[src/rtl/s3g_tx_arbiter.sv]
// Shares one s3g_tx packet framer among NREQ sources: arbitrates, latches the winner's
// length/payload, launches the framer, follows its busy flag and returns per-source done/err.
module s3g_tx_arbiter #(
   parameter int NREQ    = 4,
   parameter int HIPRI0  = 1,
   parameter int TIMEOUT = 1048576
) (
   input  logic                      clk,
   input  logic                      rst,
   input  logic [NREQ-1:0]           req,
   input  logic [8*NREQ-1:0]         req_len,
   input  logic [128*NREQ-1:0]       req_data,
   output logic [NREQ-1:0]           ack,
   output logic [NREQ-1:0]           done,
   output logic                      err,
   output logic [$clog2(NREQ)-1:0]   grant_id,
   output logic                      active,
   output logic                      packet_wr,
   output logic [7:0]                payload_len,
   output logic [127:0]              pkt_data,
   input  logic                      tx_busy,
   output logic [2:0]                dbg_state
);

   localparam int IDW = $clog2(NREQ);
   localparam int WDW = $clog2(TIMEOUT + 1);

   typedef enum logic [2:0] {
      S_IDLE      = 3'd0,
      S_REJECT    = 3'd1,
      S_LAUNCH    = 3'd2,
      S_WAIT_BUSY = 3'd3,
      S_WAIT_DONE = 3'd4
   } state_t;

   state_t           state_q;
   logic [IDW-1:0]   ptr_q;
   logic [WDW-1:0]   wd_q;

   logic             win_found;
   logic [IDW-1:0]   win_idx;
   int               scan_idx;
   logic [7:0]       sel_len;
   logic [127:0]     sel_data;
   logic             wd_expired;

   // Source 0 may pre-empt the scan; otherwise search upward from the last winner.
   always_comb begin
      win_found = 1'b0;
      win_idx   = '0;
      scan_idx  = 0;
      if (HIPRI0 != 0 && req[0]) begin
         win_found = 1'b1;
      end else begin
         for (int i = 1; i <= NREQ; i++) begin
            scan_idx = int'(ptr_q) + i;
            if (scan_idx >= NREQ) scan_idx = scan_idx - NREQ;
            if (!win_found && req[scan_idx]) begin
               win_found = 1'b1;
               win_idx   = IDW'(scan_idx);
            end
         end
      end
   end

   assign sel_len    = req_len[8*int'(win_idx) +: 8];
   assign sel_data   = req_data[128*int'(win_idx) +: 128];
   assign wd_expired = (wd_q == WDW'(TIMEOUT - 1));
   assign dbg_state  = state_q;

   always_ff @(posedge clk) begin
      if (rst) begin
         state_q     <= S_IDLE;
         ptr_q       <= IDW'(NREQ - 1);
         wd_q        <= '0;
         ack         <= '0;
         done        <= '0;
         err         <= 1'b0;
         grant_id    <= '0;
         active      <= 1'b0;
         packet_wr   <= 1'b0;
         payload_len <= '0;
         pkt_data    <= '0;
      end else begin
         ack       <= '0;
         done      <= '0;
         err       <= 1'b0;
         packet_wr <= 1'b0;
         case (state_q)
            S_IDLE: begin
               if (win_found && !tx_busy) begin
                  ack         <= NREQ'(1) << win_idx;
                  grant_id    <= win_idx;
                  active      <= 1'b1;
                  ptr_q       <= win_idx;
                  payload_len <= sel_len;
                  pkt_data    <= sel_data;
                  // The framer length field is only 4 bits wide.
                  state_q     <= (sel_len[7:4] != 4'd0) ? S_REJECT : S_LAUNCH;
               end
            end
            S_REJECT: begin
               done    <= NREQ'(1) << grant_id;
               err     <= 1'b1;
               active  <= 1'b0;
               state_q <= S_IDLE;
            end
            S_LAUNCH: begin
               packet_wr <= 1'b1;
               wd_q      <= '0;
               state_q   <= S_WAIT_BUSY;
            end
            S_WAIT_BUSY: begin
               wd_q <= wd_q + 1'b1;
               if (wd_expired) begin
                  done    <= NREQ'(1) << grant_id;
                  err     <= 1'b1;
                  active  <= 1'b0;
                  state_q <= S_IDLE;
               end else if (tx_busy) begin
                  state_q <= S_WAIT_DONE;
               end
            end
            S_WAIT_DONE: begin
               wd_q <= wd_q + 1'b1;
               if (!tx_busy) begin
                  done    <= NREQ'(1) << grant_id;
                  active  <= 1'b0;
                  state_q <= S_IDLE;
               end else if (wd_expired) begin
                  done    <= NREQ'(1) << grant_id;
                  err     <= 1'b1;
                  active  <= 1'b0;
                  state_q <= S_IDLE;
               end
            end
            default: state_q <= S_IDLE;
         endcase
      end
   end

endmodule

[config.mk]
export PLATFORM = sky130hd
export DESIGN_NAME = s3g_tx_arbiter
export DESIGN_NICKNAME = d
export VERILOG_FILES = /design/src/rtl/s3g_tx_arbiter.sv
export SDC_FILE = /design/constraint.sdc
export NUM_CORES = 1
export LEC_CHECK = 0
export CORE_AREA = 4 4 274 276
export CTS_BUF_LIST = sky130_fd_sc_hd__clkbuf_2
export DETAILED_ROUTE_END_ITERATION = 10
export DIE_AREA = 0 0 278 280
export GPL_ROUTABILITY_DRIVEN = 0
export PLACE_DENSITY = 0.4
export SETUP_SLACK_MARGIN = 0.4
export SLEW_MARGIN = 40
export SYNTH_ARGS = -nofsm -noshare
export SYNTH_HDL_FRONTEND = slang
export SYNTH_SLANG_ARGS = --single-unit
export TNS_END_PERCENT = 10
[constraint.sdc]
create_clock -name clk -period 2.7 [get_ports clk]
set_input_delay 0.27 -clock clk [delete_from_list [all_inputs] [get_ports clk]]
set_output_delay 0.27 -clock clk [all_outputs]
set_load 0.05 [all_outputs]
==> run metrics, run 1 <==
status completed; drt drc 0; gate count of the mapped netlist roughly 1700; gr ovfl total 0; P_sw 3.65 mW; Post-Route WL 69900 µm; Crit Path Class flip-flop to flip-flop; multi-input logic area approximately 6500 µm²; Synth Cell Area approximately 11000 µm²; I/O pins 703; layout cell share with drive strength beyond 1 0.0671; WHS Endpoint pkt_data[52]; via count around 16000; final instance count without filler cells just under 4000; sw frac 0.401; CTS tree yes; first drt pass iteration count 7; initial antenna violation count 14; Synth Area in Compound Gates 0.189; final-layout fill cell count approximately 7700; crit end category flip-flop; Die Wd between 200 and 300 µm; Critical Path RT 3.63 ns; top achievable clock speed about 420 MHz; share of the synthesized area in the top cell type 0.328; worst r2r src ptr_q[0]; library cells used by synthesis 49; simple-gate share of the synthesized area 0.392; Critical R2R Capture dbg_state[0]; All-Layer GR Usage 0.165; crit share post-route 0.884; Net Count, Synth approximately 2200; Nets 3430; most frequent cell after synthesis nand2_1; post-synth top area cell dfxtp_1; P_leak between 9 and 10 nW; ranking of synthesized cells by area dfxtp_1, nand2_1, nor2_1; Avg Synthesized Cell Area roughly 6.3 µm²; CP max FO 7; vias in the first global route 16500; CTS buffer count 17; HP Start req_data[436]; mux contribution to synthesized area 0.0186; Seq pwr share 0.321; Seq/Total Area, Yosys 0.328; number of port buffers between 700 and 800; Max Slew Vio Count 0; Post-Synth XOR/XNOR Area 0.000820; crit path launch type flip-flop; Die ar. 77800 µm²; CTS root buffer clkbuf_2; post-synthesis adder-cell area fraction 0.00223; H-tree levels 4; VDD IR-drop max roughly 0.21 mV; core area 72600 µm²; RSZ-0062 raised after global routing yes; largest net degree at the start of global routing roughly 110; Slew @ Worst Pin about 0.8 ns; total negative setup slack 0 ns; Rows 99; post-layout util 0.341; clock share of power 0.192; flip-flop and latch area about 3500 µm²; Post-synth top flop dfxtp_1; Starting Density 0.147; worst hold path depth 5; CTS max path bufs 2; number of flops mapped to enable cells by yosys 0; DR WL/cell between 15 and 20 µm; max_slew headroom 0.467; CTS Sinks 175; R2R depth 8; Period minus WS final 2.39 ns; reg2reg setup slack between 0.3 and 0.4 ns; Final ANT Viol Nets 0; Final HPWL DP around 49000 µm; first-pass GRT wire length about 100000 µm; Synth top cells by count nand2_1, nor2_1, dfxtp_1; final setup skew between 0.06 and 0.07 ns; Layout area overhead 132%; P per Cell Area 367 nW/µm²; # setup viols final 0; die span in y 280 µm; synthesis-stage register bit count ~180; Ys Warns 0; worst skew pair latency between 1 and 1.5 ns; Worst EP arrival around 3.3 ns; initial DRC count a little over 700; Via density about 4.3; Post-synth ARST share 0; Hold Path Class input pin to flip-flop; Final Hold Vio Count 0; Power Internal about 5.4 mW; maxcap violations 0; largest family of logic cells by synthesized area simple AND/OR/NAND/NOR gates; Logic pwr share 0.487; dpl cells around 3300; CTS clk-pin slew, worst paths between 0.2 and 0.3 ns
-- worst max-delay path, cell delays in order (launching register included) --
cell and delay (ns):
dfxtp_2 0.39, nand3b_1 0.21, a311oi_4 0.36, buf_12 0.19, mux2i_1 0.19, mux2i_1 0.12
buf_4 0.15, or4_4 0.52, a22o_1 0.19
-- stage by stage --
stage	area [µm²]	power (mW)	hold slack, ns	worst slack [ns]
6_report	24800	9.09	0.223	0.313
5_1_grt	24800	9.63	0.0728	0.185
4_1_cts	24500	9.16	0.00594	0.241
3_5_place_dp	19000	6.75	0.446	-0.118
3_3_place_gp	19000	6.76	0.443	-0.0962
2_1_floorplan	10700	4.88	0.418	0.514
-- placed cells by master (no fill, tap or decap), types with 11 or more instances in the layout --
master,instances
dfxtp_1,172
clkdlybuf4s15_1,53
clkdlybuf4s15_2,45
nand3_1,141
a21oi_1,152
buf_2,11
clkdlybuf4s50_1,549
diode_2,12
clkbuf_2,19
buf_12,22
dlygate4sd2_1,39
dlygate4sd3_1,526
nor2_1,423
nand2_1,430
buf_4,50
mux2i_1,11
o211ai_1,133
-- layer usage --
layer	part of all wire	vias up	track usage
li1	-	8045	-
met5	0.00029	-	0
met1	0.41	7735	0.195
met4	0.032	2	0.0594
met3	0.053	117	0.0364
met2	0.50	573	0.296
-- repair_timing --
action,4_1_cts,5_1_grt
buffers inserted,4,3
pin swaps,2,3
hold buffers,526,0
gates resized for setup,356,14
endpoints found under the hold margin,175,0
gates cloned,0,5
endpoints found under the setup margin,156,234
-- logic make-up (layout without fill, tap and decap cells) --
logic type               count (synthesis)  in the layout
other                                    0             12
XOR/XNOR                                 1              1
flip-flops                             175            175
AO/OA/AOI/OAI                          314            314
multiplexers                            19             19
buffers and inverters                  148           1344
AND/OR/NAND/NOR                       1036           1036
adder cells (fa/ha/maj)                  2              2
-- state kept, by name (all words and copies together) (netlist names), 2 cells and up --
signal / count
ack: 4
dbg_state: 3
done: 4
grant_id: 2
payload_len: 8
pkt_data: 128
ptr_q: 2
wd_q: 21
-- area by class of cell --
class / count / share of cell area
antenna: 12 / 0.00121
clock buffer: 19 / 0.00384
clock inverter: 13 / 0.00702
inverter: 4 / 0.000606
multi-input combinational: 1372 / 0.261
sequential: 175 / 0.142
tap: 959 / 0.0484
timing repair buffer: 1308 / 0.537
-- power groups by stage --
| stage | registers (mW) | logic (mW) | clock network, mW |
|---|---|---|---|
| floorplan | 3.66 | 1.21 | 0 |
| global placement | 2.96 | 3.79 | 0 |
| detailed placement | 2.97 | 3.78 | 0 |
| CTS | 2.92 | 4.35 | 1.88 |
| global route | 2.95 | 4.73 | 1.95 |
| finish | 2.92 | 4.43 | 1.75 |
-- how the worst max path moves through the flow --
stage	from	to	depth (start not counted)
finish	ptr_q[0]	dbg_state[0]	8
CTS	ptr_q[0]	dbg_state[0]	8
global route	ptr_q[0]	dbg_state[1]	8
detailed placement	req[3]	dbg_state[0]	9
global placement	req[3]	dbg_state[0]	9
floorplan	ptr_q[1]	dbg_state[0]	7
Power figures use the tool's default switching activity.
==> run 2, diff against run 1 <==
CORE_AREA = 3 3 273 275   (was 4 4 274 276)
CTS_CLUSTER_SIZE = 25   (was unset)
DIE_AREA = 0 0 276 278   (was 0 0 278 280)
==> run 2 against run 1 <==
  * Final cell count is essentially flat
  * Maximum frequency hardly changed
  * Clock power decreased by 22%
  * Critical path depth is the same
  * Combinational power fell by 2%
  * Wire length fell by 4.7%
  * Total power down 5.3%
==> run metrics, run 2 (synthesis gave the netlist of run 1 again) <==
status completed; largest net degree at the start of global routing 88 (-18%); Rows 99 (unchanged); CTS Sinks 175 (unchanged); CP bufs+invs 2 (unchanged); CP peak stage delay 0.55 ns (+0.03 ns); Max Slew Vio Count 0 (unchanged); worst skew pair latency 1.01 ns (about the same); Layout area overhead 130%; commonest non-fill, non-tap cells in the layout clkdlybuf4s50_1, dlygate4sd3_1, nand2_1; Nets 3442 (+0.35%); Final Hold Vio Count 0 (unchanged); initial DRC count 652 (-9.6%); final instance area 24500 µm² (-0.98%); Final ANT Viol Nets 0 (unchanged); Final HPWL DP 49300 µm (-0.19%); placed inst area 19100 µm² (+0.34%); Setup WS post-layout 0.312 ns (-0.00116 ns); maxcap violations 0 (unchanged); P_sw 3.50 mW (-4.1%); core area 72600 µm² (unchanged); final setup skew 0.0457 ns (-0.0194 ns); initial antenna violation count 10 (-4); Die ar. 76700 µm² (-1.4%); Seq pwr share 0.339 (+0.018); Logic pwr share 0.502 (+0.015); Reg with most FFs pkt_data; CTS tree yes; via count 16200 (-1.4%); CP max FO 5 (-2); vias in the first global route 17100 (+3.3%); GR Util met2 0.301 (+0.00494); P per Cell Area 351 nW/µm² (-4.4%); delay-heaviest family, CP simple AND/OR/NAND/NOR gates; crit share post-route 0.884 (about the same); total power 8.61 mW (-5.3%); crit end category flip-flop; M1 GR Usage 0.194 (-0.000469); total negative setup slack 0 ns (unchanged); top achievable clock speed 419 MHz (about the same); dpl cells 3295 (+0.46%); All-Layer GR Usage 0.169 (+0.00381); Worst EP arrival 3.30 ns (-0.02 ns); CTS clk-pin slew, worst paths 0.33 ns (+0.04 ns); Starting Density 0.147 (unchanged); drt drc 0 (unchanged); GR peak layer met2; sw frac 0.406 (+0.00514); Die Wd 276 µm (-0.72%); layout cell share with drive strength beyond 1 0.0765 (+0.00937); post-layout util 0.338 (-0.00334); Via density 4.20 (-1.5%); Slew @ Worst Pin 0.807 ns (+0.00795 ns); crit path launch type flip-flop; CP max-delay cell or4_4; Period minus WS final 2.39 ns (+0.00116 ns); die span in y 278 µm (-0.71%); H-tree levels 4 (unchanged); first-pass GRT wire length 101000 µm (+1.7%); CTS max path bufs 2 (unchanged); P_leak 9.71 nW (-0.98%); CTS buffer count 17 (unchanged); pre-CTS setup slack -0.0277 ns (+0.0903 ns); Power Internal 5.11 mW (-6.1%); final-layout fill cell count 7705 (-0.53%); DR WL/cell 17.2 µm (-4.8%); number of port buffers 702 (unchanged); clock share of power 0.159 (-0.033); commonest non-fill, non-tap cell in the layout clkdlybuf4s50_1; max reg flops 128 (unchanged); Crit Path Class flip-flop to flip-flop; final instance count without filler cells 3865 (+0.078%); gr ovfl total 0 (unchanged); Post-Route WL 66600 µm (-4.7%); RSZ-0062 raised after global routing yes; CP Cell Sequence nand3b_1 -> a311oi_4 -> buf_6 -> clkbuf_16 -> mux2i_1 -> mux2i_1 -> or4_4 -> a22o_1; CTS root buffer clkbuf_2; most frequent CP cell mux2i_1; VDD IR-drop max 0.156 mV (-26%); Critical Path RT 3.62 ns (about the same); reg2reg setup slack 0.31 ns (about the same); # setup viols final 0 (unchanged); M3 GR Usage 0.0383 (+0.00181); Largest regs pkt_data (128), wd_q (21), payload_len (8); Hold Path Class input pin to flip-flop; max_slew headroom 0.462 (-0.00530); I/O pins 703 (unchanged); first drt pass iteration count 5 (-2); Min Hold Slack 0.213 ns (-0.00960 ns)
## run 2: layer usage
metal	routed length (µm)	up-vias	share of wire
li1	-	8057	-
met4	2640	0	0.040
met3	3250	121	0.049
met5	0	-	0
met1	27000	7563	0.40
met2	33800	503	0.51
## run 2: tightest hold or removal path: cells and delay by family
family | cells | cell delay, ns
AOI/OAI and AO/OA | 1 | 0.05
muxes | 2 | 0.28
and+or+nand+nor | 1 | 0.06
buffers and inverters | 2 | 0.58
## run 2: what timing repair did
| item | 4_1_cts | 5_1_grt |
|---|---|---|
| gates resized for setup | 365 | 27 |
| pin swaps | 0 | 0 |
| setup endpoints to repair | 156 | 194 |
| hold buffers | 533 | 0 |
| buffers inserted | 0 | 1 |
| cloned | 0 | 1 |
| hold endpoints to repair | 175 | 0 |
## run 2: worst paths after layout
| check | depth (start not counted) | from | endpoint |
|---|---|---|---|
| worst max-delay path | 8 | ptr_q[0] | dbg_state[0] |
| worst min-delay path | 6 | req_len[28] | payload_len[4] |
| worst max register to register | 8 | ptr_q[0] | dbg_state[0] |
| worst min register to register | 2 | pkt_data[99] | pkt_data[99] |
## run 2: layout make-up
type                            instances  area, µm²  share of cell area
Antenna cell                            3       7.51            0.000306
Sequential cell                       175       3510               0.143
Multi-Input combinational cell       1372       6450               0.263
Tap cell                              959       1200              0.0489
Inverter                                4       15.0            0.000612
Clock buffer                           20        100             0.00408
Timing Repair Buffer                 1320      13200               0.537
Clock inverter                         12       86.3             0.00352
## run 2: power by group through the flow
stage / Sequential (mW) / Combinational [mW] / Clock (mW)
final: 2.92 / 4.33 / 1.37
after global routing: 2.95 / 4.66 / 1.61
after CTS: 2.92 / 4.36 / 1.53
after detailed placement: 2.97 / 3.79 / 0
after global placement: 2.96 / 3.80 / 0
after floorplan: 3.66 / 1.21 / 0
